**src/rtl/text_cell_fetch.sv**
```systemverilog
// Text-mode pixel fetch: raster coordinate -> text RAM word -> font ROM row -> aligned pixel.
// Five register stages: addr, RAM wait, font addr, ROM wait, output.
module text_cell_fetch #(
    parameter int COLS         = 80,
    parameter int ROWS         = 25,
    parameter int FONT_H       = 16,
    parameter int CURSOR_START = 14,
    parameter int BLINK_FRAMES = 16,
    parameter int BIT_WIDTH    = 10,
    parameter int BIT_HEIGHT   = 10
) (
    input  logic                            clk_pixel,
    input  logic                            reset,
    input  logic [BIT_WIDTH-1:0]            cx,
    input  logic [BIT_HEIGHT-1:0]           cy,
    input  logic                            de,
    input  logic                            frame_start,
    input  logic                            cursor_enable,
    input  logic [6:0]                      cursor_col,
    input  logic [4:0]                      cursor_row,
    output logic [$clog2(COLS*ROWS)-1:0]    text_addr,
    input  logic [15:0]                     text_data,
    output logic [8+$clog2(FONT_H)-1:0]     font_addr,
    input  logic [7:0]                      font_data,
    output logic [7:0]                      attribute,
    output logic                            glyph_bit,
    output logic                            cursor_hit,
    output logic                            blink_phase,
    output logic                            de_out
);
    localparam int AW  = $clog2(COLS*ROWS);
    localparam int SW  = $clog2(FONT_H);
    localparam int FCW = (BLINK_FRAMES > 1) ? $clog2(BLINK_FRAMES) : 1;

    typedef struct packed {
        logic [SW-1:0] scan;
        logic [2:0]    pix;
        logic          cur;
    } sb_t;

    logic                      in_range;
    logic [BIT_WIDTH-4:0]      col;
    logic [BIT_HEIGHT-SW-1:0]  row;
    logic [AW-1:0]             text_addr_d;
    sb_t                       sb_d;
    logic                      glyph_d, cur_d;

    logic [4:0]                vld_pipe_q;
    sb_t [3:0]                 sb_q;
    logic [AW-1:0]             text_addr_q;
    logic [8+SW-1:0]           font_addr_q;
    logic [7:0]                attr3_q, attr4_q, attr_q;
    logic                      glyph_q, cur_q, blink_q;
    logic [FCW-1:0]            frame_count_q;

    always_comb begin
        col         = cx[BIT_WIDTH-1:3];
        row         = cy[BIT_HEIGHT-1:SW];
        in_range    = de && (32'(cx) < 32'(COLS*8)) && (32'(cy) < 32'(ROWS*FONT_H));
        text_addr_d = in_range ? AW'(32'(row) * 32'(COLS) + 32'(col)) : '0;
        sb_d.scan   = cy[SW-1:0];
        sb_d.pix    = cx[2:0];
        // cursor enable is folded in here so it is sampled with the coordinate
        sb_d.cur    = cursor_enable && (32'(col) == 32'(cursor_col))
                                    && (32'(row) == 32'(cursor_row));
    end

    always_comb begin
        glyph_d = font_data[3'd7 - sb_q[3].pix] & vld_pipe_q[3];
        cur_d   = vld_pipe_q[3] & sb_q[3].cur & blink_q
                & (32'(sb_q[3].scan) >= 32'(CURSOR_START));
    end

    always_ff @(posedge clk_pixel) begin
        if (reset) begin
            vld_pipe_q    <= '0;
            sb_q          <= '0;
            text_addr_q   <= '0;
            font_addr_q   <= '0;
            attr3_q       <= '0;
            attr4_q       <= '0;
            attr_q        <= '0;
            glyph_q       <= 1'b0;
            cur_q         <= 1'b0;
            blink_q       <= 1'b1;
            frame_count_q <= '0;
        end else begin
            vld_pipe_q  <= {vld_pipe_q[3:0], in_range};
            sb_q        <= {sb_q[2:0], sb_d};
            text_addr_q <= text_addr_d;
            font_addr_q <= {text_data[7:0], sb_q[1].scan};
            attr3_q     <= text_data[15:8];
            attr4_q     <= attr3_q;
            attr_q      <= attr4_q & {8{vld_pipe_q[3]}};
            glyph_q     <= glyph_d;
            cur_q       <= cur_d;
            if (frame_start) begin
                if (frame_count_q == FCW'(BLINK_FRAMES-1)) begin
                    frame_count_q <= '0;
                    blink_q       <= ~blink_q;
                end else begin
                    frame_count_q <= frame_count_q + 1'b1;
                end
            end
        end
    end

    assign text_addr   = text_addr_q;
    assign font_addr   = font_addr_q;
    assign attribute   = attr_q;
    assign glyph_bit   = glyph_q;
    assign cursor_hit  = cur_q;
    assign blink_phase = blink_q;
    assign de_out      = vld_pipe_q[4];

endmodule

```
**config.mk**
```make
export PLATFORM = sky130hd
export DESIGN_NAME = text_cell_fetch
export DESIGN_NICKNAME = d
export VERILOG_FILES = /design/src/rtl/text_cell_fetch.sv
export SDC_FILE = /design/constraint.sdc
export NUM_CORES = 1
export LEC_CHECK = 0
export BUFFER_PORTS_ARGS = -buffer_cell sky130_fd_sc_hd__buf_2
export CORE_MARGIN = 2
export CORE_UTILIZATION = 53
export CTS_CLUSTER_DIAMETER = 50
export DETAILED_ROUTE_END_ITERATION = 8
export PLACE_DENSITY = 0.88
export SYNTH_ARGS = -nofsm -noshare
export SYNTH_HDL_FRONTEND = slang
export SYNTH_SLANG_ARGS = --single-unit
```
**constraint.sdc**
```tcl
create_clock -name clk_pixel -period 5.7 [get_ports clk_pixel]
set_input_delay 0.57 -clock clk_pixel [delete_from_list [all_inputs] [get_ports clk_pixel]]
set_output_delay 0.57 -clock clk_pixel [all_outputs]
set_load 0.1 [all_outputs]
```
Word-level counts from Yosys, hierarchy flattened --
Index checks and enable logic that the tools add are counted.
Cells by class: $add $sub $neg 3, bitwise gates (word level) 7, $mul 1, eq/ne operators 3, reductions and logical operators 6, mux-type cells 3, order comparisons 4
Operators with widths (count):
- 11-bit by 7-bit adder with 11-bit output | 1
- 10-bit less-than comparator, second input constant | 1
- 10-bit by 9-bit less-than comparator with 1-bit output, second input constant | 1
- 8-bit bitwise AND | 1
- 7-bit equality test | 1
- 6-bit by 3-bit multiplier with 7-bit output, second input constant | 1
- 6-bit by 5-bit equality test with 1-bit output | 1
- 4-bit by 1-bit adder with 4-bit output, second input constant | 1
- 1-bit bitwise AND | 4
- 4-bit equality test, second input constant | 1
- 4-bit greater-or-equal comparator, second input constant | 1
- 1-bit logical AND | 4
- 3-bit by 4-bit less-than comparator with 1-bit output, second input constant | 1
- 4-bit 2-to-1 mux | 1
- 1-bit binary-select mux with 3-bit select | 1
- 3-bit subtractor, first input constant | 1
- 1-bit NOT | 2
- 2-bit AND reduction | 1
- 2-bit OR reduction | 1
- 1-bit 2-to-1 mux | 1
Storage, ports and cells: input bits 61, flip-flop bits (word level) 91, word-level logic and storage cells 49, output and inout bits 35

Depth between registers and ports, before layout --
Gate-level depths: netlist of the first run.
depth after elaboration 5, gate-level depth with buffers 7, depth with buffers taken out 7

Worst setup path before layout of the first run --
Ideal clock, no wire load.
kind input port to flip-flop, start input port cy[5], end register text_addr_q[10], in the netlist text_addr[10], arrival time 2220 ps, setup time 68 ps, required time 5632 ps, stages 7, slack 3412 ps, buffers on the path 0, cells stage by stage ha_1 -> ha_1 -> fa_1 -> nand2_1 -> nor3b_2 -> xnor3_1 -> nor2_1
Between the ends: longest elaborated chain between the ends 4, elaborated cells on any way between the ends 6, classes of those cells add/sub: 1; mul: 1; order compare: 1; bitwise: 1; reduce/logical: 2
Ends and longest elaborated chain:
- start: declaration | line 15 | input logic [BIT_HEIGHT-1:0] cy,
- parallel branches: the longest is 4 deep, another holds 11-bit by 7-bit adder with 11-bit output
- end signal: assignment | line 90 | text_addr_q <= text_addr_d;
- end: declaration | line 50 | logic [AW-1:0] text_addr_q;
Several ways; the timed one is not identified. A chain may end at the register's enable or synchronous reset.

Worst setup path after layout of the first run --
Ends and elaborated chain as after synthesis.

==> flow_summary_export.csv, run 1 <==
group,metric,value,unit
status,status,"finished, final reports clean",
route,drt-initial-drc-count,75,
critical_path,cpLargestDelayFamily,"adder cells",
sta,fin_crit_sh,39.7,%
power_and_ir_drop,powerDensity,347,nW/µm²
route,met1_length,2.08,mm
global_routing,grt_pass1_vias,1960,
die,die_area,6080,µm²
cells_and_area,fill_cells,405,
critical_path,cp_slowest_cell,"fa_1",
sta,setup_ws,3.44,ns
yosys,synth_xor_area_share,6.52,%
route,num_vias,1971,
cells_and_area,final_area,3650,µm²
cells_and_area,final_common_cell,"buf_2",
min_path,hp-class,"reg2reg",
cells_and_area,diodes,0,
run,cap_violations,0,
die,coreArea,5200,µm²
yosys,synthesis.instances,250,
placed_design,numPortBuffers,95,
critical_path,critPathMaxStageDelay,0.54,ns
power_and_ir_drop,total_power,1.27,mW
cts,clockRootBuffer,"clkbuf_8",
cells_and_area,seq_area,1720,µm²
yosys,synth_nets,324,
die,die_h,78.0,µm
cts,clock_path_buffers,2,
cts,h-tree-depth,3,
global_routing,antenna_found_initial,0,
placed_design,dp_hpwl,3.68,mm
cts,clk_pin_slew,0.08,ns
yosys,synth_top_family_by_area,"simple AND/OR/NAND/NOR gates",
yosys,netlist-cell-type-count,30,
cells_and_area,multiInputGateArea,1110,µm²
cts,cts_hold_buf,0,
yosys,syn_avg_cell_area,11.6,µm²
sta,max_slew_margin,56.4,%
yosys,yosys-top-cells-area,"dfxtp_1 59%, nor2b_1 13%, ha_1 4.7%",
sta,setup_violations,0,
sta,finalHoldViolCount,0,
yosys,ys_seq_elements,86,
yosys,yosysWarnings,0,
power_and_ir_drop,leakage,1.67,nW
route,drc,0,
cts,cts_buffers,9,
route,route.met2.wl,2.52,mm
critical_path,critical_path_arrival,2.54,ns
global_routing,grtUsageTotal,18.2,%
cts,cts-resized-gates,0,
critical_path,worstPathCellList,"buf_2, ha_1, ha_1, fa_1, nand2_1, nor3b_2, xnor3_1, nor2_1",
sta,fin_tns_setup,0,ns
critical_path,start_kind,"primary input",
sta,worst_pin_slew,0.653,ns
critical_path,cp.buffers_inverters,1,
sta,final.setup_skew,0.00800,ns
yosys,yosys.area_share.simple,20.5,%
cts,clock_sinks,86,
route,antenna_left,0,
global_routing,grt_max_degree,65,
critical_path,crit_type,"in2reg",
die,ioPinCount,96,
die,start_util,55.7,%
yosys,synth_top_area_share,59.4,%
global_routing,grt_pass1_wl,8.45,mm
sta,fmax,0.442,GHz
route,wl,5.18,mm
sta,min_period,2.26,ns
yosys,synth_compound_area_share,2.81,%
route,routedWlPerCell,12.3,µm
critical_path,required,5.98,ns
die,fp-row-count,26,
placed_design,placed_cell_area,3410,µm²
sta,rsz0062_at_grt,"no",
critical_path,crit_path_max_fanout,5,
cells_and_area,area_growth_syn_to_layout,25.8,%
yosys,syn_area,2900,µm²
yosys,yosysSeqAreaShare,59.4,%
global_routing,grt_overflow,0,
sta,finalMaxSlewViolations,0,
cells_and_area,drive_gt1_share,32.9,%
route,wl_met3,461,µm
placed_design,gp_congestion,0.804,
cts,clk_latency,0.34,ns
yosys,synth_mux_area_share,2.24,%
power_and_ir_drop,ir_drop,0.000186,V
yosys,synth_edf_count,0,
yosys,yosysTopAreaCell,"dfxtp_1",
yosys,async_reset_ff_share,0,%
cells_and_area,final_cell_mix,"95 x buf_2, 86 x dfxtp_1, 59 x nor2b_1, 15 x xnor2_1, 14 x and2_1",
die,die_w,78.0,µm
placed_design,place_ws,3.07,ns
critical_path,cp_common_cell,"ha_1",
route,routed_via_density,4.69,
yosys,synth_ff_type,"dfxtp_1",
cells_and_area,fin_nets,419,
route,dr.pass1.iters,4,
cts,cts_tree,"built",
route,top_layer,"met4",
critical_path,endpoint_kind,"flop",
yosys,yosys.area_share.adder,6.13,%
cts,post-cts-setup-buffer-count,0,
[area by class of cell]
| type | instances | share of cell area, % |
|---|---|---|
| Clock buffer | 11 | 3.60 |
| Timing Repair Buffer | 96 | 13.2 |
| Clock inverter | 5 | 2.92 |
| Multi-Input combinational cell | 150 | 30.4 |
| Inverter | 2 | 0.206 |
| Sequential cell | 86 | 47.2 |
| Tap cell | 70 | 2.40 |
[stage by stage]
step / std cells / hold slack [ns] / utilization (%)
finish: 420 / 0.429 / 70.0
floorplan: 250 / 0.406 / -
global placement: 404 / 0.410 / 65.5
detailed placement: 404 / 0.413 / 65.5
CTS: 420 / 0.420 / 70.0
global route: 420 / 0.422 / 70.0
[metal layers]
metal	vias up	global-route usage [%]
met5	-	0
met4	0	10.0
met3	13	7.44
met2	91	32.1
met1	874	17.9
li1	993	-
[registers in the layout, indices dropped and copies added, names as in the netlist, 4 cells and up]
| name | cells |
|---|---|
| text_addr | 11 |
| attribute | 8 |
| font_addr | 9 |
| vld_pipe_q | 5 |
| frame_count_q | 4 |
| sb_q | 30 |
| attr4_q | 8 |
| attr3_q | 8 |
[worst register-to-register path: stages, from the launching register on]
cell      delay (ns)
dfxtp_1         0.36
ha_1            0.27
a311oi_1        0.30
a21oi_1         0.10
nor2_1          0.11
[cells in the mapped netlist, types with 4 or more instances]
library cell,number
a21oi_1,4
and2_1,14
buf_1,5
buf_4,4
dfxtp_1,86
ha_1,11
nand3_1,5
nand4_1,4
nor2_1,10
nor2b_1,59
xnor2_1,15
xor2_1,4
[final timing paths]
kind	start	endpoint	slack, ns	cells after the start
worst min register to register	attr4_q[3]	attribute[3]	0.43	1
worst min-delay path	attr4_q[3]	attribute[3]	0.43	1
worst max-delay path	cy[5]	text_addr[10]	3.44	8
worst max register to register	frame_count_q[0]	frame_count_q[0]	4.49	4
[where the power goes]
part | internal (mW) | switching, mW
Combinational | 0.0558 | 0.0917
Sequential | 0.619 | 0.00510
Clock | 0.293 | 0.201
Total | 0.968 | 0.298
[cell families after synthesis]
family / after synthesis
and+or+nand+nor: 101
DFF: 86
xor gates and xnor gates: 20
buffers and inverters: 14
adders and majority gates: 13
AOI/OAI and AO/OA: 12
muxes: 4
Power figures use the tool's default switching activity.
==> inputs of run 2 (changes only) <==
--- a/config.mk
+++ b/config.mk
@@ -5,12 +5,13 @@
 export SDC_FILE = /design/constraint.sdc
 export NUM_CORES = 1
 export LEC_CHECK = 0
+export ABC_AREA = 1
 export BUFFER_PORTS_ARGS = -buffer_cell sky130_fd_sc_hd__buf_2
 export CORE_MARGIN = 2
-export CORE_UTILIZATION = 53
+export CORE_UTILIZATION = 45
 export CTS_CLUSTER_DIAMETER = 50
 export DETAILED_ROUTE_END_ITERATION = 8
-export PLACE_DENSITY = 0.88
+export PLACE_DENSITY = 0.79
 export SYNTH_ARGS = -nofsm -noshare
 export SYNTH_HDL_FRONTEND = slang
 export SYNTH_SLANG_ARGS = --single-unit
==> constraint.sdc (replaced) <==
create_clock -name clk_pixel -period 2.04 [get_ports clk_pixel]
set_input_delay 0.204 -clock clk_pixel [delete_from_list [all_inputs] [get_ports clk_pixel]]
set_output_delay 0.204 -clock clk_pixel [all_outputs]
set_load 0.1 [all_outputs]
==> run 2 against run 1 <==
Wire length grew 6.6%. Global-route usage is 2.6 points lower. Largest cell class unchanged. Via count grew 27%. Sequential cell count unchanged. Clock-buffer cell count down 1. Final area grew 4.9%. Register-to-register slack worse by 3.6 ns. Highest routed layer unchanged. Sequential share of layout area fell by 2.2 points. Worst hold slack lost 0.37 ns. Combinational power increased to 2.8 times the previous value. Critical path depth grew 3.
==> flow_summary_export.csv, run 2 <==
group,metric,value,unit
cells_and_area,drive_gt1_share,24.0,%
yosys,yosys.area_share.simple,21.4,%
sta,setup_ws,0.389,ns
yosys,yosys.area_share.adder,5.68,%
critical_path,r2r_end,"blink_phase",
cells_and_area,fill_cells,634,
cells_and_area,final_common_cell,"nor2_1",
cts,h-tree-depth,3,
yosys,syn_area,3130,µm²
cells_and_area,diodes,0,
sta,finalHoldViolCount,0,
run,cap_violations,0,
critical_path,reg2reg_depth,6,
die,start_util,46.3,%
yosys,synth_mux_area_share,0,%
route,drc,0,
critical_path,worstReg2RegStart,"frame_count_q[0]",
yosys,yosysSeqAreaShare,55.0,%
cts,cts_tree,"built",
placed_design,dp_hpwl,4.13,mm
yosys,async_reset_ff_share,0,%
critical_path,critical_path_arrival,1.89,ns
yosys,yosysMostFrequentCell,"nor2_1",
cts,cts_hold_buf,0,
global_routing,grtUsageTotal,15.5,%
yosys,synth_common_cells,"100 x nor2_1, 86 x dfxtp_1, 84 x inv_1, 48 x nand2_1, 11 x ha_1",
min_path,hp-class,"in2reg",
yosys,synth_ff_type,"dfxtp_1",
yosys,synth_top_family_by_area,"simple AND/OR/NAND/NOR gates",
cts,clk_latency,0.34,ns
critical_path,endpoint_kind,"flop",
cts,cts_buffers,9,
cells_and_area,top_register,"sb_q",
yosys,synthesis.instances,389,
critical_path,crit_type,"in2reg",
placed_design,numPortBuffers,95,
cts,clockRootBuffer,"clkbuf_8",
yosys,netlist-cell-type-count,25,
route,drt-initial-drc-count,76,
power_and_ir_drop,leakage,2.00,nW
die,die_h,87.4,µm
yosys,yosysWarnings,0,
status,status,"finished, final reports clean",
route,wl,5.52,mm
placed_design,place_ws,0.0544,ns
yosys,yosys-top-cells-area,"dfxtp_1 55%, nor2_1 12%, inv_1 10%",
min_path,min_to,"font_addr[11]",
critical_path,start_kind,"primary input",
cells_and_area,area_growth_syn_to_layout,22.3,%
sta,rsz0062_at_grt,"no",
yosys,syn_avg_cell_area,8.04,µm²
die,die_w,87.4,µm
global_routing,antenna_found_initial,0,
cells_and_area,fin_nets,557,
cells_and_area,final_util,56.6,%
cts,post-cts-setup-buffer-count,0,
sta,fmax,0.606,GHz
power_and_ir_drop,powerDensity,855,nW/µm²
route,num_vias,2499,
global_routing,grt_pass1_wl,9.29,mm
cells_and_area,largest_reg_flops,30,
sta,fin_crit_sh,80.9,%
route,dr.pass1.iters,4,
cts,clock_path_buffers,2,
yosys,synth_xor_area_share,1.12,%
sta,final.setup_skew,0.0106,ns
placed_design,gp_congestion,0.796,
sta,setup_violations,0,
global_routing,grt_max_degree,68,
min_path,min_from,"text_data[7]",
route,routedWlPerCell,9.72,µm
power_and_ir_drop,total_power,3.27,mW
die,die_area,7640,µm²
yosys,synth_nets,463,
die,ioPinCount,96,
route,antenna_left,0,
sta,worst_pin_slew,0.624,ns
yosys,yosysTopAreaCell,"dfxtp_1",
critical_path,crit_path_max_fanout,5,
critical_path,required,2.28,ns
power_and_ir_drop,ir_drop,0.000297,V
yosys,synth_compound_area_share,4.04,%
global_routing,grt_pass1_vias,2282,
die,fp-row-count,30,
cts,clock_sinks,86,
cells_and_area,final_cell_mix,"100 x nor2_1, 95 x buf_2, 86 x dfxtp_1, 84 x inv_1, 48 x nand2_1",
min_path,whs_path_depth,3,
sta,min_period,1.65,ns
die,coreArea,6760,µm²
sta,finalMaxSlewViolations,0,
yosys,ys_seq_elements,86,
sta,max_slew_margin,58.4,%
route,routed_via_density,4.40,
yosys,synth_edf_count,0,
cts,cts-resized-gates,0,
global_routing,grt_overflow,0,
sta,fin_tns_setup,0,ns
critical_path,rrSetupSlack,0.92,ns
cts,clk_pin_slew,0.09,ns
yosys,synth_top_area_share,55.0,%
-- run 2: worst max-delay path by stage --
stage,from,end,slack [ns],depth (start not counted)
floorplan,cy[5],text_addr[10],0.31,10
global placement,cy[5],text_addr[10],0.1,11
finish,cy[5],text_addr[10],0.39,11
global route,cy[5],text_addr[10],0.27,11
detailed placement,cy[5],text_addr[10],0.05,11
CTS,cy[5],text_addr[10],0.43,11
-- run 2: cell type report --
type / instances / area [µm²] / area share, %
multi-input combinational: 205 / 1010 / 26.3
tap: 80 / 100 / 2.62
clock inverter: 6 / 52.6 / 1.37
sequential: 86 / 1720 / 45.0
clock buffer: 10 / 138 / 3.60
inverter: 85 / 324 / 8.47
timing repair buffer: 96 / 483 / 12.6
-- run 2: per-layer routing --
layer | GRT usage [%] | up-vias | routed length, µm
li1 | - | 1324 | -
met1 | 18.0 | 1090 | 2460
met5 | 0 | - | 0
met3 | 4.83 | 6 | 414
met2 | 26.1 | 79 | 2580
met4 | 7.13 | 0 | 60
-- run 2: logic make-up (layout without fill, tap and decap cells) --
kind of cell	Yosys count	in the layout
simple gates	165	165
xor+xnor	4	4
compound gates	23	23
fa+ha+maj	13	13
flops	86	86
buf+inv	98	197
-- run 2: worst max-delay path, cell delays in order --
cell and delay [ns]:
buf_2 0.14, ha_1 0.30, ha_1 0.22, fa_1 0.50, nand2_1 0.07, inv_1 0.05, nand2_1 0.06, nor2_1 0.14
nand3_1 0.10, nand2_1 0.07, nor2_1 0.04
-- run 2: per-stage QoR --
stage | std cells | hold slack [ns] | instance area [µm²]
3_3_place_gp | 552 | 0.389 | 3640
3_5_place_dp | 552 | 0.393 | 3640
2_1_floorplan | 389 | 0.311 | 3130
5_1_grt | 568 | 0.0436 | 3830
6_report | 568 | 0.0589 | 3830
4_1_cts | 568 | 0.0431 | 3830
-- run 2: where the power goes --
group | switching (mW) | internal, mW | total, mW | leakage [nW]
Sequential | 0.0148 | 1.73 | 1.74 | 0.703
Combinational | 0.287 | 0.130 | 0.417 | 1.20
Clock | 0.614 | 0.495 | 1.11 | 0.0914
==> inputs of run 3 (changes only) <==
--- a/config.mk
+++ b/config.mk
@@ -8,10 +8,10 @@
 export ABC_AREA = 1
 export BUFFER_PORTS_ARGS = -buffer_cell sky130_fd_sc_hd__buf_2
 export CORE_MARGIN = 2
-export CORE_UTILIZATION = 45
+export CORE_UTILIZATION = 50
 export CTS_CLUSTER_DIAMETER = 50
 export DETAILED_ROUTE_END_ITERATION = 8
-export PLACE_DENSITY = 0.79
+export PLACE_DENSITY = 0.83
 export SYNTH_ARGS = -nofsm -noshare
 export SYNTH_HDL_FRONTEND = slang
 export SYNTH_SLANG_ARGS = --single-unit
==> constraint.sdc (replaced) <==
create_clock -name clk_pixel -period 1.6 [get_ports clk_pixel]
set_input_delay 0.16 -clock clk_pixel [delete_from_list [all_inputs] [get_ports clk_pixel]]
set_output_delay 0.16 -clock clk_pixel [all_outputs]
set_load 0.1 [all_outputs]
==> run 3 against run 2 <==
Sequential power is 28% higher. Non-clock buffer count up 6. Clock power up 23%. Worst setup slack worse by 0.27 ns. Via count is 1.9% higher. Wire length is 2.3% higher. Critical endpoint unchanged. Highest routed layer unchanged.
==> flow_summary_export.csv, run 3 (synthesis results as in run 2) <==
group,metric,value,unit
critical_path,critical_path_depth,11,
global_routing,grt_overflow,0,
cts,h-tree-depth,3,
min_path,hp-class,"in2reg",
critical_path,cp-endpoint,"text_addr[10]",
critical_path,cp_slowest_cell,"fa_1",
die,die_w,83.1,µm
power_and_ir_drop,ir_drop,0.000606,V
cts,cts_tree,"built",
critical_path,crit_type,"in2reg",
critical_path,worstPathCellList,"buf_2, ha_4, ha_4, fa_1, nand2_1, inv_1, nand2_1, nor2_2, nand3_1, nand2_1, nor2_1",
route,routed_via_density,4.48,
cells_and_area,diodes,0,
sta,final.setup_skew,0.00566,ns
die,die_h,83.1,µm
cells_and_area,final_cell_mix,"99 x nor2_1, 95 x buf_2, 86 x dfxtp_1, 84 x inv_1, 48 x nand2_1",
sta,fmax,0.675,GHz
critical_path,critical_path_arrival,1.72,ns
cts,clk_pin_slew,0.09,ns
sta,setup_violations,0,
cells_and_area,final_util,64.9,%
critical_path,cp.buffers_inverters,2,
sta,finalHoldViolCount,0,
cts,clock_path_buffers,2,
placed_design,place_ws,-0.232,ns
critical_path,cpLargestDelayFamily,"adder cells",
die,start_util,52.2,%
power_and_ir_drop,clockPowerShare,33.0,%
route,dr.pass1.iters,5,
critical_path,critPathMaxStageDelay,0.52,ns
cts,clockRootBuffer,"clkbuf_8",
critical_path,worstReg2RegStart,"frame_count_q[0]",
critical_path,endpoint_kind,"flop",
cells_and_area,drive_gt1_share,25.5,%
route,wl,5.64,mm
global_routing,grt_pass1_wl,9.71,mm
power_and_ir_drop,pwr-share-seq,53.5,%
critical_path,reg2reg_depth,6,
status,status,"finished, final reports clean",
die,ioPinCount,96,
route,drc,0,
cells_and_area,area_growth_syn_to_layout,24.2,%
sta,worst_pin_slew,0.500,ns
sta,max_slew_margin,66.9,%
sta,finalMaxSlewViolations,0,
power_and_ir_drop,switching_power,1.18,mW
sta,whs,0.00977,ns
sta,fin_crit_sh,92.6,%
placed_design,numPortBuffers,95,
critical_path,rrSetupSlack,0.48,ns
power_and_ir_drop,intPower,2.97,mW
route,drt-initial-drc-count,87,
power_and_ir_drop,leakage,2.03,nW
sta,fin_tns_setup,0,ns
cts,cts_buffers,9,
global_routing,grt_pass1_vias,2362,
die,die_area,6910,µm²
critical_path,required,1.84,ns
global_routing,grtUsageTotal,17.2,%
sta,min_period,1.48,ns
power_and_ir_drop,powerDensity,1070,nW/µm²
cts,clk_latency,0.34,ns
power_and_ir_drop,total_power,4.15,mW
critical_path,cp_common_cell,"nand2_1",
die,fp-row-count,28,
critical_path,cp-startpoint,"cy[5]",
critical_path,start_kind,"primary input",
run,cap_violations,0,
placed_design,gp_congestion,0.818,
critical_path,r2r_end,"blink_phase",
global_routing,antenna_found_initial,0,
global_routing,grt_max_degree,39,
sta,setup_ws,0.118,ns
critical_path,crit_path_max_fanout,2,
power_and_ir_drop,switching_share,28.4,%
route,routedWlPerCell,9.92,µm
cells_and_area,top_register,"sb_q",
cts,clock_sinks,86,
cells_and_area,largest_reg_flops,30,
placed_design,dp_hpwl,4.22,mm
cells_and_area,fin_nets,563,
cts,post-cts-setup-buffer-count,0,
route,antenna_left,0,
power_and_ir_drop,pwr-share-comb,13.5,%
cells_and_area,final_common_cell,"nor2_1",
route,num_vias,2547,
die,coreArea,5990,µm²
sta,rsz0062_at_grt,"no",
[run 3: cell types whose count changed in the layout (fill, tap and decap cells not counted), sizes merged]
cell,change
dlygate4sd3,+1
clkinv,+3
buf,+5
clkinvlp,-2
clkbuf,-1
[run 3: worst reg2reg max path, cell delays in order, from the launching register on]
cell and delay [ns]:
dfxtp_1 0.36, ha_1 0.18, nand2_1 0.06, nor2_1 0.12
nand2_1 0.10, o21ai_0 0.17, a21o_1 0.10
[run 3: worst min-delay path by stage]
stage | startpoint | endpoint | slack (ns) | cells after the start
after detailed placement | text_data[8] | attr3_q[0] | 0.37 | 3
final | text_data[6] | font_addr[10] | 0.01 | 3
after global placement | text_data[9] | attr3_q[1] | 0.36 | 3
after CTS | text_data[6] | font_addr[10] | 0.0002 | 3
after global routing | cy[1] | sb_q[5] | 0.004 | 3
after floorplan | text_data[8] | attr3_q[0] | 0.27 | 2
[run 3: power groups by stage]
| stage | clock [mW] | combinational (mW) | sequential, mW |
|---|---|---|---|
| final | 1.37 | 0.562 | 2.22 |
| after global routing | 1.50 | 0.624 | 2.23 |
| after CTS | 1.40 | 0.561 | 2.22 |
| after detailed placement | 0 | 0.556 | 2.27 |
| after global placement | 0 | 0.537 | 2.27 |
| after floorplan | 0 | 0.262 | 2.40 |
[run 3: final cells by class]
class,count,area (µm²)
Multi-Input combinational cell,205,1040
Sequential cell,86,1720
Clock inverter,7,56.3
Timing Repair Buffer,102,531
Fill cell,499,2100
Tap cell,75,93.8
Inverter,85,324
Clock buffer,9,124
[run 3: routing by layer]
metal / part of all wire (%) / wire length, µm / track usage, %
met1: 44 / 2460 / 19.6
met2: 47 / 2660 / 29.0
met4: 3.3 / 187 / 11.2
met5: 0 / 0 / 0
met3: 6.0 / 339 / 3.78
[run 3: repair_timing]
item	in CTS	in global routing
hold buffers	1	0
resized for setup	0	1
endpoints found under the hold margin	1	0
setup endpoints to repair	0	1
[run 3: through the flow]
stage | cell area [µm²] | cells
2_1_floorplan | 3160 | 389
3_3_place_gp | 3690 | 552
3_5_place_dp | 3690 | 552
4_1_cts | 3880 | 569
5_1_grt | 3890 | 569
6_report | 3890 | 569
